### src/rtl/spi_master_core.sv
// Byte-oriented SPI mode-0 master (CPOL=0, CPHA=0, MSB first) with per-byte chip-select framing.
// spi_clk runs at f(clk)/(2*DIV); every registered pad output changes only on a half-period tick or on acceptance.
module spi_master_core #(
    parameter int DIV = 2
) (
    input  logic       clk,
    input  logic       rst,
    output logic       spi_mosi,
    input  logic       spi_miso,
    output logic       spi_cs_n,
    output logic       spi_clk,
    input  logic [7:0] user_in,
    input  logic       user_in_last,
    input  logic       user_in_stb,
    output logic       user_in_ready,
    output logic [7:0] user_out,
    output logic       user_out_stb,
    output logic       busy
);

    // state | meaning
    // IDLE  | CS released, waiting for a byte
    // SETUP | CS low, MOSI holds bit7, one tick before the first rise
    // SHIFT | remaining rise/fall ticks of the byte
    // WAIT  | CS still low, waiting for the next byte of the frame
    // HOLD  | one tick of CS low after the last fall
    // CSH   | one tick of CS high before returning to IDLE
    typedef enum logic [2:0] {
        S_IDLE,
        S_SETUP,
        S_SHIFT,
        S_WAIT,
        S_HOLD,
        S_CSH
    } state_t;

    localparam int CW = (DIV > 1) ? $clog2(DIV) : 1;
    localparam logic [CW-1:0] RELOAD = CW'(DIV - 1);

    state_t        state;
    state_t        state_nxt;
    logic [CW-1:0] cnt;
    logic          tick;

    logic [7:0] tx_q,    tx_nxt;
    logic [7:0] rx_q,    rx_nxt;
    logic [2:0] bit_cnt, bit_nxt;
    logic       last_q,  last_nxt;
    logic       sclk_q,  sclk_nxt;
    logic       mosi_q,  mosi_nxt;
    logic       cs_n_q,  cs_nxt;
    logic [7:0] uo_q,    uo_nxt;
    logic       stb_q,   stb_nxt;

    assign tick = (cnt == '0);

    // Half-period timer: restarts on every state change and on every tick.
    always_ff @(posedge clk or posedge rst) begin
        if (rst) begin
            cnt <= RELOAD;
        end else if (tick || (state_nxt != state)) begin
            cnt <= RELOAD;
        end else begin
            cnt <= cnt - 1'b1;
        end
    end

    always_ff @(posedge clk or posedge rst) begin
        if (rst) begin
            state   <= S_IDLE;
            tx_q    <= 8'h00;
            rx_q    <= 8'h00;
            bit_cnt <= 3'd0;
            last_q  <= 1'b0;
            sclk_q  <= 1'b0;
            mosi_q  <= 1'b0;
            cs_n_q  <= 1'b1;
            uo_q    <= 8'h00;
            stb_q   <= 1'b0;
        end else begin
            state   <= state_nxt;
            tx_q    <= tx_nxt;
            rx_q    <= rx_nxt;
            bit_cnt <= bit_nxt;
            last_q  <= last_nxt;
            sclk_q  <= sclk_nxt;
            mosi_q  <= mosi_nxt;
            cs_n_q  <= cs_nxt;
            uo_q    <= uo_nxt;
            stb_q   <= stb_nxt;
        end
    end

    always_comb begin
        state_nxt = state;
        case (state)
            S_IDLE:  if (user_in_stb) state_nxt = S_SETUP;
            S_SETUP: if (tick) state_nxt = S_SHIFT;
            S_SHIFT: begin
                if (tick && sclk_q && (bit_cnt == 3'd7)) begin
                    state_nxt = last_q ? S_HOLD : S_WAIT;
                end
            end
            S_WAIT:  if (user_in_stb) state_nxt = S_SETUP;
            S_HOLD:  if (tick) state_nxt = S_CSH;
            S_CSH:   if (tick) state_nxt = S_IDLE;
            default: state_nxt = S_IDLE;
        endcase
    end

    // The SETUP expiry edge is also the first rising edge of spi_clk.
    always_comb begin
        tx_nxt   = tx_q;
        rx_nxt   = rx_q;
        bit_nxt  = bit_cnt;
        last_nxt = last_q;
        sclk_nxt = sclk_q;
        mosi_nxt = mosi_q;
        cs_nxt   = cs_n_q;
        uo_nxt   = uo_q;
        stb_nxt  = 1'b0;
        case (state)
            S_IDLE, S_WAIT: begin
                if (user_in_stb) begin
                    tx_nxt   = user_in;
                    last_nxt = user_in_last;
                    bit_nxt  = 3'd0;
                    cs_nxt   = 1'b0;
                    mosi_nxt = user_in[7];
                end
            end
            S_SETUP: begin
                if (tick) begin
                    sclk_nxt = 1'b1;
                    rx_nxt   = {rx_q[6:0], spi_miso};
                end
            end
            S_SHIFT: begin
                if (tick) begin
                    if (sclk_q) begin
                        sclk_nxt = 1'b0;
                        bit_nxt  = bit_cnt + 3'd1;
                        if (bit_cnt == 3'd7) begin
                            uo_nxt   = rx_q;
                            stb_nxt  = 1'b1;
                            mosi_nxt = 1'b0;
                        end else begin
                            mosi_nxt = tx_q[6];
                            tx_nxt   = {tx_q[6:0], 1'b0};
                        end
                    end else begin
                        sclk_nxt = 1'b1;
                        rx_nxt   = {rx_q[6:0], spi_miso};
                    end
                end
            end
            S_HOLD: begin
                if (tick) cs_nxt = 1'b1;
            end
            default: ;
        endcase
    end

    assign spi_clk       = sclk_q;
    assign spi_mosi      = mosi_q;
    assign spi_cs_n      = cs_n_q;
    assign user_out      = uo_q;
    assign user_out_stb  = stb_q;
    assign user_in_ready = (state == S_IDLE) || (state == S_WAIT);
    assign busy          = (state != S_IDLE);

endmodule

### config.mk
export PLATFORM = sky130hd
export DESIGN_NAME = spi_master_core
export DESIGN_NICKNAME = d
export VERILOG_FILES = /design/src/rtl/spi_master_core.sv
export SDC_FILE = /design/constraint.sdc
export NUM_CORES = 1
export LEC_CHECK = 0
export BUFFER_PORTS_ARGS = -buffer_cell sky130_fd_sc_hd__buf_2
export CAP_MARGIN = 20
export CORE_MARGIN = 5
export CORE_UTILIZATION = 55
export CTS_CLUSTER_DIAMETER = 50
export DETAILED_ROUTE_END_ITERATION = 6
export PLACE_DENSITY = 0.76
export SYNTH_ARGS = -nofsm -noshare
export SYNTH_HDL_FRONTEND = slang
export SYNTH_SLANG_ARGS = --single-unit
### constraint.sdc
create_clock -name clk -period 2.2 [get_ports clk]
set_input_delay 0 -clock clk [delete_from_list [all_inputs] [get_ports clk]]
set_output_delay 0 -clock clk [all_outputs]
set_load 0.03 [all_outputs]
* Word-level counts from Yosys, hierarchy flattened *
Index checks and enable logic that the tools add are counted.

storage, ports and cells
  ROM bits = 0
  bits in registers = 35
  memories kept = 0
  logic and storage cells = 81
  bits in latches = 0
  bits in writable memories = 0
  input bits = 13

operators by class
  order comparisons = 0
  reduce and logical (&&, ||, !) cells = 17
  equal/unequal tests = 14
  bitwise logic cells = 1
  shift-type cells = 0
  $add $sub $neg = 2
  multipliers = 0
  multiplexer cells = 36
  divide/modulo/power cells = 0

operator list
  operator                                               number
  2-to-1 mux 7 bit                                       4
  2-to-1 mux 3 bit                                       9
  2-to-1 mux 8 bit                                       3
  case mux 8 bit (2 select lines)                        1
  case mux 3 bit (5 select lines)                        1
  case mux 7 bit (2 select lines)                        1
  2-to-1 mux 1 bit                                       13
  inequality test 2 bit, second input constant           6
  AND reduction 4 bit                                    3
  equality test 3 bit, second input constant             3
  equality test 3 x 2 -> 1 bit, second input constant    2
  case mux 1 bit (2 select lines)                        3
  case mux 3 bit (2 select lines)                        1
  AND reduction 3 bit                                    2
  nonzero test 2 bit                                     3
  AND reduction 5 bit                                    1
  adder 3 x 1 -> 3 bit, second input constant            1
  equality test 3 x 1 -> 1 bit, second input constant    1
  logical NOT 3 bit                                      1
  inequality test 3 bit                                  1
  nonzero test 3 bit                                     1
  logical AND 1 bit                                      2
  logical OR 1 bit                                       2
  inequality test 2 x 1 -> 1 bit, second input constant  1
  4 further kinds                                        4

* Logic depth before layout (Yosys ltp) *
  depth in word-level cells = 8
  depth in mapped cells = 7

* Least setup slack after synthesis *
Ideal clock, no wire load.

  path type = register -> register
  start = register bit_cnt[0]
  end = register tx_q[1]
  arrival = 1669 ps
  slack = 403 ps
  buffers on the path = 1
  stages on the path, launching flop included = 8
  cell sequence = dfrtp_1 > ha_1 > ha_1 > or3b_2 > o22a_1 > buf_6 > nand2_1 > o21ai_0

between the ends
  longest elaborated chain between the ends = 3

ends and longest elaborated chain
  what                             line  text
  start: declaration               47    logic [2:0] bit_cnt, bit_nxt;
  start signal: assignment         84    bit_cnt <= bit_nxt;
  equality test 3 bit              143   if (bit_cnt == 3'd7) begin
  inequality test 2 bit (no line)  -
  AND reduction 5 bit (no line)    -
  end signal: assignment           82    tx_q <= tx_nxt;
  end: declaration                 45    logic [7:0] tx_q, tx_nxt;

No other way between the ends.
A chain may end at the register's enable or synchronous reset.

* Worst setup path after layout *
Same ends and word-level chain as after synthesis.

==> flow_summary.yaml <==
logic_synthesis:
  synth_area_um2: 1650
  synthTopCellsByArea: "dfrtp_1 50%, mux2_2 12%, mux2i_1 5.5%"
  seq_area_frac_synth_pct: 53.22
  synth_nets: 158
  synth_area_leader_cell: "dfrtp_1"
  synth_top_area_share_pct: 50.04
  synth_cell_types: 36
  syn_avg_cell_area_um2: 11.54
  synth-seq-cells: 35
  yosysWarnings: 0
  synthCells: 143
floorplanning:
  io_pins: 27
  die_y_um: 64.78
  num_rows: 19
  fp.dieW_um: 64.78
  start_util_pct: 58.83
  core_area_um2: 2805
  die_area_um2: 4196
global_route:
  antenna_found_initial: 0
  grt_start_max_net_pins: 23
  grt_overflow: 0
  grt_pass1_vias: 1188
  grt_pass1_wl_um: 5609
  track_usage_pct: 17.47
power_and_ir_drop:
  ir_worst_vdd_mv: 0.9679
  switching_power_w: 0.0009561
  powerDensity_nw_per_um2: 1256
  p_int_w: 0.001553
  p_leak_nw: 0.9692
  comb_power_share_pct: 41.0
  fin_total_pwr_w: 0.002509
  p_seq_share_pct: 40.2
  clkPwrFrac_pct: 18.9
  p_sw_share_pct: 38.10
sta:
  slew_headroom_pct: 61.51
  rsz0062_at_grt: "false"
  period_needed_ns: 2.004
  max_freq_mhz: 499.1
  hold_violations: 0
  slew_violations: 0
  tns_ns: 0
  setup_viol: 0
  tightest_slew_ns: 0.5773
  period_share_pct: 91.07
  fin_skew_ns: 0.01309
cts:
  worst_skew_pair.late_latency_ns: 0.35
  post_cts_buffers: 0
  cts_root_buf: "clkbuf_4"
  cts_buffers: 5
  clockBufferDepth: 2
  clk_pin_slew_ns: 0.12
  tritoncts: "done"
  cts.sinks: 35
  htree_levels: 2
setup_path:
  end_kind: "flip-flop"
  setup.worst_path.class: "flip-flop to flip-flop"
  cp_max_fo: 14
  arrival_ns: 2.22
  required_ns: 2.42
  start_kind: "flip-flop"
min_path:
  hold_path.class: "primary input to flip-flop"
routing:
  drcViolationCount: 0
  wl_per_cell_um: 14.75
  dr.pass1.iters: 4
  final_antenna_net_count: 0
  wirelength_um: 3201
  via_count: 1195
  viasPerCell: 5.507
  dr.first_iter.drc_count: 73
finish:
  layout_common_cells: "33 x dfrtp_1, 26 x buf_2, 17 x mux2_2"
  nets: 200
  fill_cells: 224
  area_delta_synth_final_pct: 21.00
  antenna_cells: 0
  drive_gt1_share_pct: 34.41
  final_common_cell: "dfrtp_1"
placement:
  io_buffers: 26
  dp_hpwl_um: 2257
  gp_congestion: 0.7661
status:
  status: "finished, final reports clean"
flow_run:
  maxCapViolCount: 0
[metrics by stage]
stage               worst slack [ns]  area, um2  hold slack [ns]  utilization [%]  cells
floorplan                     0.4027       1650           0.1168                -    143
global placement              0.3247       1805          0.03560            64.36    198
detailed placement            0.2363       1805          0.04816            64.36    198
CTS                           0.2042       1997          0.01805            71.19    217
global route                 0.07659       1997          0.03863            71.19    217
finish                        0.1964       1997          0.01664            71.19    217
[area by class of cell]
cell class | instances | area [um2] | area share, %
multi-input cells | 94 | 694.4 | 34.77
clock buffers | 5 | 37.54 | 1.880
well taps | 31 | 38.79 | 1.942
clock inverters | 3 | 43.79 | 2.193
flip-flops and latches | 35 | 878.3 | 43.98
inverters | 7 | 26.28 | 1.316
repair buffers | 42 | 277.8 | 13.91
[worst max-delay path, cell delays in order, from the launching register on]
cell and delay, ns:
dfrtp_1 0.43, ha_1 0.21, ha_1 0.23, or3b_2 0.45, o22a_1 0.32, nand2_1 0.14
o21ai_0 0.09
[repair_timing]
item                                   in CTS  in global routing
resized for setup                           0                  0
endpoints found under the hold margin      23                  0
hold buffers                               11                  0
[cells by family (layout without fill, tap and decap cells)]
family | count (synthesis) | after routing | share of synthesized area (%)
fa+ha+maj | 2 | 2 | 1.516
flops | 35 | 35 | 53.22
simple gates | 38 | 38 | 13.04
mux | 26 | 26 | 17.06
buf+inv | 14 | 57 | 4.701
compound gates | 27 | 27 | 9.933
xor+xnor | 1 | 1 | 0.5308
[per-layer routing]
layer | vias up | track usage (%) | part of all wire (%)
met4 | 0 | 6.332 | 1.5
met1 | 581 | 22.77 | 46
met3 | 7 | 5.699 | 5.1
met2 | 29 | 27.33 | 48
li1 | 578 | - | -
met5 | - | 0 | 0
[flip-flops by register name (all words and copies together), names as in the netlist]
register and count:
bit_cnt 3, cnt 1, last_q 1, rx_q 8, spi_clk 1, spi_cs_n 1, spi_mosi 1, state 3
tx_q 7, user_out 8, user_out_stb 1
[synth_stat cells (all sizes together)]
cell type / instances
nand4b: 1
nand2: 14
a31oi: 1
nand3: 1
or3b: 2
xor2: 1
o41ai: 1
a21o: 1
o21ai: 13
nor3b: 3
or2: 1
o22ai: 1
inv: 7
clkbuf: 2
nand2b: 5
o22a: 1
dfrtp: 33
a41oi: 1
a32o: 1
dfstp: 2
mux2: 17
o221ai: 1
ha: 2
nor2: 8
a21oi: 6
or3: 2
and2b: 1
mux2i: 9
buf: 5
[path summary, 6_finish.rpt]
kind                                   startpoint  slack (ns)                 endpoint  depth (start not counted)
hold / removal                        user_in_stb        0.02     spi_cs_n$_DFFE_PP1P_                          4
hold reg to reg              spi_cs_n$_DFFE_PP1P_        0.47     spi_cs_n$_DFFE_PP1P_                          2
min in group asynchronous                     rst        0.22  user_out[1]$_DFFE_PP0P_                          3
max in group asynchronous                     rst        1.26            cnt$_DFF_PP1_                          4
setup reg to reg           bit_cnt[0]$_DFFE_PP0P_        0.20      tx_q[1]$_DFFE_PP0P_                          6
setup / recovery           bit_cnt[0]$_DFFE_PP0P_        0.20      tx_q[1]$_DFFE_PP0P_                          6
[power by group through the flow]
stage          registers, W  clock network, W  logic [W]
2_1_floorplan       0.00103                 0   0.000781
3_3_place_gp        0.00101                 0   0.000969
3_5_place_dp        0.00102                 0    0.00102
4_1_cts             0.00101          0.000477    0.00104
5_1_grt             0.00104          0.000515    0.00114
6_report            0.00101          0.000473    0.00103
No activity file was read; power rests on OpenSTA's default activity.
